[src/rtl/mem_access_unit_if.sv]
// Pipeline-side request/response signals plus the cache word interface of mem_access_unit.
// The slave modport is the unit's own view; master is the environment (pipeline + cache).
interface mem_access_unit_if;
    // Pipeline request side
    logic        req;
    logic        op_we;
    logic [1:0]  size;
    logic        uns;
    logic [31:0] addr_in;
    logic [31:0] wdata;
    logic        busy;
    logic        done;
    logic        err;
    logic [31:0] rdata;

    // Cache word side
    logic [31:0] addr;
    logic [31:0] din;
    logic        we;
    logic [31:0] dout;
    logic        rdy;

    modport slave (
        input  req, op_we, size, uns, addr_in, wdata, dout, rdy,
        output busy, done, err, rdata, addr, din, we
    );

    modport master (
        output req, op_we, size, uns, addr_in, wdata, dout, rdy,
        input  busy, done, err, rdata, addr, din, we
    );
endinterface

[src/rtl/mem_access_unit.sv]
// Byte/half/word load-store unit over a word-wide cache; sub-word stores are read-merge-write.
// Cache address/data/we are held stable from issue until RDY is sampled high.
module mem_access_unit #(
    parameter int unsigned SETTLE = 1
) (
    input  logic             clk_i,
    input  logic             rst_i,
    mem_access_unit_if.slave bus_io
);

    typedef enum logic [2:0] {
        StIdle,
        StRdSettle,
        StRdWait,
        StWrSettle,
        StWrWait,
        StFin
    } state_e;

    localparam logic [2:0] CntLast = 3'(SETTLE - 1);

    state_e      state_q, state_d;
    logic [2:0]  cnt_q, cnt_d;
    logic        op_we_q, op_we_d;
    logic [1:0]  size_q, size_d;
    logic        uns_q, uns_d;
    logic [1:0]  lane_q, lane_d;
    logic [31:0] wdata_q, wdata_d;
    logic [31:0] addr_q, addr_d;
    logic [31:0] din_q, din_d;
    logic [31:0] rdata_q, rdata_d;
    logic        err_q, err_d;

    logic misaligned;
    logic settle_last;

    // Select the addressed lane(s) and extend to 32 bits.
    function automatic logic [31:0] extract(input logic [31:0] w, input logic [1:0] sz,
                                            input logic [1:0] lane, input logic un);
        logic [7:0]  b;
        logic [15:0] h;
        b = w[{lane, 3'b000} +: 8];
        h = lane[1] ? w[31:16] : w[15:0];
        case (sz)
            2'b00:   extract = {{24{~un & b[7]}}, b};
            2'b01:   extract = {{16{~un & h[15]}}, h};
            default: extract = w;
        endcase
    endfunction

    // Overlay right-aligned store data onto the word read back from the cache.
    function automatic logic [31:0] merge(input logic [31:0] w, input logic [31:0] wd,
                                          input logic [1:0] sz, input logic [1:0] lane);
        logic [31:0] m;
        m = w;
        case (sz)
            2'b00: m[{lane, 3'b000} +: 8] = wd[7:0];
            2'b01: begin
                if (lane[1]) m[31:16] = wd[15:0];
                else         m[15:0]  = wd[15:0];
            end
            default: ;
        endcase
        merge = m;
    endfunction

    // size[1] covers both word and the reserved encoding, which behaves as word.
    assign misaligned = ((bus_io.size == 2'b01) && bus_io.addr_in[0]) ||
                        (bus_io.size[1] && (bus_io.addr_in[1:0] != 2'b00));
    assign settle_last = (cnt_q == CntLast);

    always_comb begin
        state_d = state_q;
        cnt_d   = cnt_q;
        op_we_d = op_we_q;
        size_d  = size_q;
        uns_d   = uns_q;
        lane_d  = lane_q;
        wdata_d = wdata_q;
        addr_d  = addr_q;
        din_d   = din_q;
        rdata_d = rdata_q;
        err_d   = err_q;

        unique case (state_q)
            StIdle: begin
                if (bus_io.req) begin
                    op_we_d = bus_io.op_we;
                    size_d  = bus_io.size;
                    uns_d   = bus_io.uns;
                    lane_d  = bus_io.addr_in[1:0];
                    wdata_d = bus_io.wdata;
                    cnt_d   = 3'd0;
                    if (misaligned) begin
                        // No cache access at all: leave ADDR/DIN as they were.
                        err_d   = 1'b1;
                        state_d = StFin;
                    end else begin
                        err_d  = 1'b0;
                        addr_d = {bus_io.addr_in[31:2], 2'b00};
                        if (bus_io.op_we && bus_io.size[1]) begin
                            din_d   = bus_io.wdata;
                            state_d = StWrSettle;
                        end else begin
                            state_d = StRdSettle;
                        end
                    end
                end
            end

            StRdSettle: begin
                if (settle_last) state_d = StRdWait;
                else             cnt_d   = cnt_q + 3'd1;
            end

            StRdWait: begin
                if (bus_io.rdy) begin
                    if (op_we_q) begin
                        din_d   = merge(bus_io.dout, wdata_q, size_q, lane_q);
                        cnt_d   = 3'd0;
                        state_d = StWrSettle;
                    end else begin
                        rdata_d = extract(bus_io.dout, size_q, lane_q, uns_q);
                        state_d = StFin;
                    end
                end
            end

            StWrSettle: begin
                if (settle_last) state_d = StWrWait;
                else             cnt_d   = cnt_q + 3'd1;
            end

            StWrWait: begin
                if (bus_io.rdy) state_d = StFin;
            end

            StFin: begin
                state_d = StIdle;
            end

            default: state_d = StIdle;
        endcase
    end

    always_ff @(posedge clk_i) begin
        if (rst_i) begin
            state_q <= StIdle;
            cnt_q   <= 3'd0;
            op_we_q <= 1'b0;
            size_q  <= 2'b00;
            uns_q   <= 1'b0;
            lane_q  <= 2'b00;
            wdata_q <= 32'h0;
            addr_q  <= 32'h0;
            din_q   <= 32'h0;
            rdata_q <= 32'h0;
            err_q   <= 1'b0;
        end else begin
            state_q <= state_d;
            cnt_q   <= cnt_d;
            op_we_q <= op_we_d;
            size_q  <= size_d;
            uns_q   <= uns_d;
            lane_q  <= lane_d;
            wdata_q <= wdata_d;
            addr_q  <= addr_d;
            din_q   <= din_d;
            rdata_q <= rdata_d;
            err_q   <= err_d;
        end
    end

    assign bus_io.busy  = (state_q != StIdle) && (state_q != StFin);
    assign bus_io.done  = (state_q == StFin);
    assign bus_io.err   = (state_q == StFin) && err_q;
    assign bus_io.rdata = rdata_q;
    assign bus_io.addr  = addr_q;
    assign bus_io.din   = din_q;
    assign bus_io.we    = (state_q == StWrSettle) || (state_q == StWrWait);

endmodule

[src/flat_wrapper.sv]
// flat-port wrapper written by rule: the top's interface ports become plain ports
module mem_access_unit_flat 
#(
    parameter int unsigned SETTLE = 1
)
  (clk_i, rst_i, bus_io_req, bus_io_op_we, bus_io_size, bus_io_uns, bus_io_addr_in, bus_io_wdata, bus_io_dout, bus_io_rdy, bus_io_busy, bus_io_done, bus_io_err, bus_io_rdata, bus_io_addr, bus_io_din, bus_io_we);
  mem_access_unit_if bus_io_i ();
  input  logic clk_i;
  input  logic rst_i;
  input wire logic [$bits(bus_io_i.req)-1:0] bus_io_req;
  input wire logic [$bits(bus_io_i.op_we)-1:0] bus_io_op_we;
  input wire logic [$bits(bus_io_i.size)-1:0] bus_io_size;
  input wire logic [$bits(bus_io_i.uns)-1:0] bus_io_uns;
  input wire logic [$bits(bus_io_i.addr_in)-1:0] bus_io_addr_in;
  input wire logic [$bits(bus_io_i.wdata)-1:0] bus_io_wdata;
  input wire logic [$bits(bus_io_i.dout)-1:0] bus_io_dout;
  input wire logic [$bits(bus_io_i.rdy)-1:0] bus_io_rdy;
  output wire logic [$bits(bus_io_i.busy)-1:0] bus_io_busy;
  output wire logic [$bits(bus_io_i.done)-1:0] bus_io_done;
  output wire logic [$bits(bus_io_i.err)-1:0] bus_io_err;
  output wire logic [$bits(bus_io_i.rdata)-1:0] bus_io_rdata;
  output wire logic [$bits(bus_io_i.addr)-1:0] bus_io_addr;
  output wire logic [$bits(bus_io_i.din)-1:0] bus_io_din;
  output wire logic [$bits(bus_io_i.we)-1:0] bus_io_we;
  assign bus_io_i.req = bus_io_req;
  assign bus_io_i.op_we = bus_io_op_we;
  assign bus_io_i.size = bus_io_size;
  assign bus_io_i.uns = bus_io_uns;
  assign bus_io_i.addr_in = bus_io_addr_in;
  assign bus_io_i.wdata = bus_io_wdata;
  assign bus_io_i.dout = bus_io_dout;
  assign bus_io_i.rdy = bus_io_rdy;
  assign bus_io_busy = bus_io_i.busy;
  assign bus_io_done = bus_io_i.done;
  assign bus_io_err = bus_io_i.err;
  assign bus_io_rdata = bus_io_i.rdata;
  assign bus_io_addr = bus_io_i.addr;
  assign bus_io_din = bus_io_i.din;
  assign bus_io_we = bus_io_i.we;
  mem_access_unit #(.SETTLE(SETTLE)) u_core (.clk_i(clk_i), .rst_i(rst_i), .bus_io(bus_io_i));
endmodule
[config.mk]
export PLATFORM = sky130hd
export DESIGN_NAME = mem_access_unit_flat
export DESIGN_NICKNAME = d
export VERILOG_FILES = /design/src/rtl/mem_access_unit_if.sv /design/src/rtl/mem_access_unit.sv /design/src/flat_wrapper.sv
export SDC_FILE = /design/constraint.sdc
export NUM_CORES = 1
export LEC_CHECK = 0
export BUFFER_PORTS_ARGS = -buffer_cell sky130_fd_sc_hd__clkbuf_2
export CORE_MARGIN = 1.5
export CORE_UTILIZATION = 50
export CTS_BUF_LIST = sky130_fd_sc_hd__clkbuf_16
export CTS_CLUSTER_SIZE = 24
export DETAILED_ROUTE_END_ITERATION = 6
export PLACE_DENSITY_LB_ADDON = 0.05
export SYNTH_ARGS = -nofsm -noshare
export SYNTH_HDL_FRONTEND = slang
export SYNTH_SLANG_ARGS = --single-unit
[constraint.sdc]
create_clock -name clk_i -period 5.15 [get_ports clk_i]
set_clock_uncertainty 0.05 [all_clocks]
set_input_delay 0.2575 -clock clk_i [delete_from_list [all_inputs] [get_ports clk_i]]
set_output_delay 0.2575 -clock clk_i [all_outputs]
set_load 0.005 [all_outputs]
==> impl_metrics.yaml <==
cts:
  cts.sinks: 123
  max-clock-path-buffers: 2
  worstSkewPairLatency_ns: 0.42
  cts_made_buffers: 17
  clk_pin_slew_ns: 0.06
  cts_max_level: 4
  cts_resized: 0
  cts_tree: "done"
  root_buffer: "clkbuf_16"
grt:
  antenna_found_initial: 0
  track_usage: 0.299
  grt_max_degree: 77
  grt_pass1_vias: 5940
  grt_remaining_overflow: 0
  grt_pass1_wl_um: 31000
floorplan:
  die_h_um: 116
  dieArea_mm2: 0.0135
  core_mm2: 0.0125
  io_pins: 204
  dieWidth_um: 116
  fp-row-count: 41
  start_util: 0.510
timing:
  rsz0062_at_grt: "no"
  setup_viol: 0
  slew_headroom: 0.220
  fin_setup_tns_ns: 0
  hold_viol: 0
  min_period_ns: 2.82
  min_period_over_period: 0.547
  worstMarginPinSlew_ns: 1.17
  max_freq_mhz: 355
  maxSlewViolCount: 0
logic_synthesis:
  yosys_most_used_dff: "dfxtp_1"
  synth.area.top_cells: "dfxtp_1 (39%), nand2_1 (7.9%), a21oi_1 (6.1%), mux2i_1 (4.1%), a211oi_1 (3.3%)"
  syn_area_per_cell_um2: 8.16
  synth.distinct_cells: 63
  yosysTopAreaCell: "dfxtp_1"
  ys_ff_latch: 123
  seq_area_frac_synth: 0.386
  synth_top_area_share: 0.386
  syn_area_mm2: 0.00639
  synth-edff-count: 0
  syn_inst: 783
  ys_async_sr_fraction: 0
  yosys_warnings: 0
finish:
  drive_gt1_frac: 0.272
  regArea_mm2: 0.00246
  multi_input_area_mm2: 0.00356
  final_cell_mix: "clkbuf_2 (200), nand2_1 (135), dfxtp_1 (123)"
  areaGrowthSynthToFinish_pct: 26.2
  fillers: 1119
  mostFrequentLayoutCell: "clkbuf_2"
  fin_nets: 1059
  final_util: 0.644
  diodes: 0
routing:
  dr.pass1.iters: 5
  routed_wl_um: 20300
  ant_nets: 0
  drc: 0
  wl_per_cell_um: 17.9
  vias_per_cell: 5.91
  detail_route.iter0.violations: 605
  vias: 6695
power_and_ir_drop:
  p_per_area_mw_per_mm2: 349
  ir_drop_mv: 0.213
  power.leakage_uw: 0.00323
worst_setup_path:
  ff2ff_path_depth: 4
  cp.required_ns: 5.34
  path_max_fanout: 31
  crit_buf_inv: 0
  worstReg2RegEnd: "u_core.bus_io.rdata[16]$_SDFFE_PP0P_"
  path_delay_family: "compound AO/OA/AOI/OAI gates"
  r2r_start: "u_core.size_q[1]$_SDFFE_PP0P_"
  path_depth: 4
  start_kind: "register"
  crit_slowest_cell: "dfxtp_1"
  rrSetupSlack_ns: 2.33
  cp-end-kind: "register"
  crit_start: "u_core.size_q[1]$_SDFFE_PP0P_"
  crit_chain: "or3b_1 > a21oi_1 > o2111ai_1 > o21ai_0"
  crit_end: "u_core.bus_io.rdata[16]$_SDFFE_PP0P_"
  path_class: "reg2reg"
  critical-path-max-stage-delay_ns: 1.01
  crit_arrival_ns: 3.01
placement:
  hpwl_um: 14700
  port_buffers: 201
  gp_congestion: 0.927
run:
  cap_violations: 0
hold_path:
  hp-class: "in2reg"
run_status:
  status: "finished clean"
## synth_stat cells, drive strengths merged (14+ instances only)
master,n
mux2i,26
a211oi,29
a31oi,19
a21boi,22
nor2,44
clkbuf,43
dfxtp,123
nand2,135
buf,31
nand2b,14
a21oi,78
a221oi,21
o21ai,37
## per-layer routing
layer	GRT usage	wire length [um]	vias to the layer above
met5	0	0	-
met1	0.392	8650	3170
met2	0.475	9500	291
met3	0.0753	1750	33
met4	0.111	397	0
li1	-	-	3201
## worst min path at each step
stage | end | startpoint | depth (start not counted) | slack [ns]
global placement | u_core.bus_io.addr[8]$_SDFFE_PP0P_ | u_core.bus_io.addr[8]$_SDFFE_PP0P_ | 2 | 0.39
CTS | u_core.bus_io.addr[12]$_SDFFE_PP0P_ | bus_io_addr_in[12] | 3 | 0.0002
detailed placement | u_core.bus_io.addr[19]$_SDFFE_PP0P_ | u_core.bus_io.addr[19]$_SDFFE_PP0P_ | 2 | 0.40
global route | u_core.bus_io.addr[30]$_SDFFE_PP0P_ | bus_io_addr_in[30] | 3 | 0.00007
floorplan | u_core.uns_q$_SDFFE_PP0P_ | bus_io_uns | 2 | 0.34
finish | u_core.bus_io.addr[15]$_SDFFE_PP0P_ | bus_io_addr_in[15] | 3 | 0.002
## final cells by class
cell class                 instances  area share
sequential                       123       0.305
tap                              172      0.0267
clock buffer                      17      0.0528
inverter                          13     0.00605
clock inverter                    15      0.0223
timing repair buffer             219       0.145
multi-input combinational        574       0.442
## power by group
group / total [uW] / switching, uW / leakage (uW) / internal [uW]
clock network: 1230 / 429 / 0.000285 / 797
registers: 1080 / 67.2 / 0.000999 / 1010
logic: 513 / 303 / 0.00195 / 209
total: 2810 / 799 / 0.00323 / 2020
## registers in the layout (all words and copies together), names as in the netlist
signal and cells:
u_core.bus_io.din 32, u_core.bus_io.rdata 32, u_core.bus_io.addr 30, u_core.wdata_q 16, u_core.cnt_q 3, u_core.state_q 3, u_core.lane_q 2, u_core.size_q 2
u_core.err_q 1, u_core.op_we_q 1, u_core.uns_q 1
## worst min-delay path, delay by kind of cell
| kind | cells | cell delay, ns |
|---|---|---|
| buffers and inverters | 1 | 0.08 |
| AO/OA/AOI/OAI | 1 | 0.05 |
| AND/OR/NAND/NOR | 1 | 0.04 |
## metrics by stage
stage | area, um^2 | hold slack [ns] | total power (uW) | cells | setup slack (ns)
final | 8060 | 0.00206 | 2810 | 1133 | 2.33
after global routing | 8060 | 0.0000730 | 2930 | 1133 | 2.00
after CTS | 8060 | 0.000165 | 2820 | 1133 | 2.36
after detailed placement | 7360 | 0.395 | 1590 | 1091 | 2.36
after global placement | 7360 | 0.392 | 1580 | 1091 | 2.46
after floorplan | 6390 | 0.343 | 1410 | 784 | 2.76
## logic make-up after synthesis
logic type               synth area share
multiplexers                       0.0460
adder cells (fa/ha/maj)            0.0137
AND/OR/NAND/NOR                     0.195
other                            0.000587
flip-flops                          0.386
AO/OA/AOI/OAI                       0.301
buffers and inverters              0.0578
## timing repair
action	in CTS	in global routing
endpoints found under the hold margin	10	0
setup buffers	0	0
hold buffers	10	0
endpoints found under the setup margin	0	0
(Power assumes the default switching activity.)
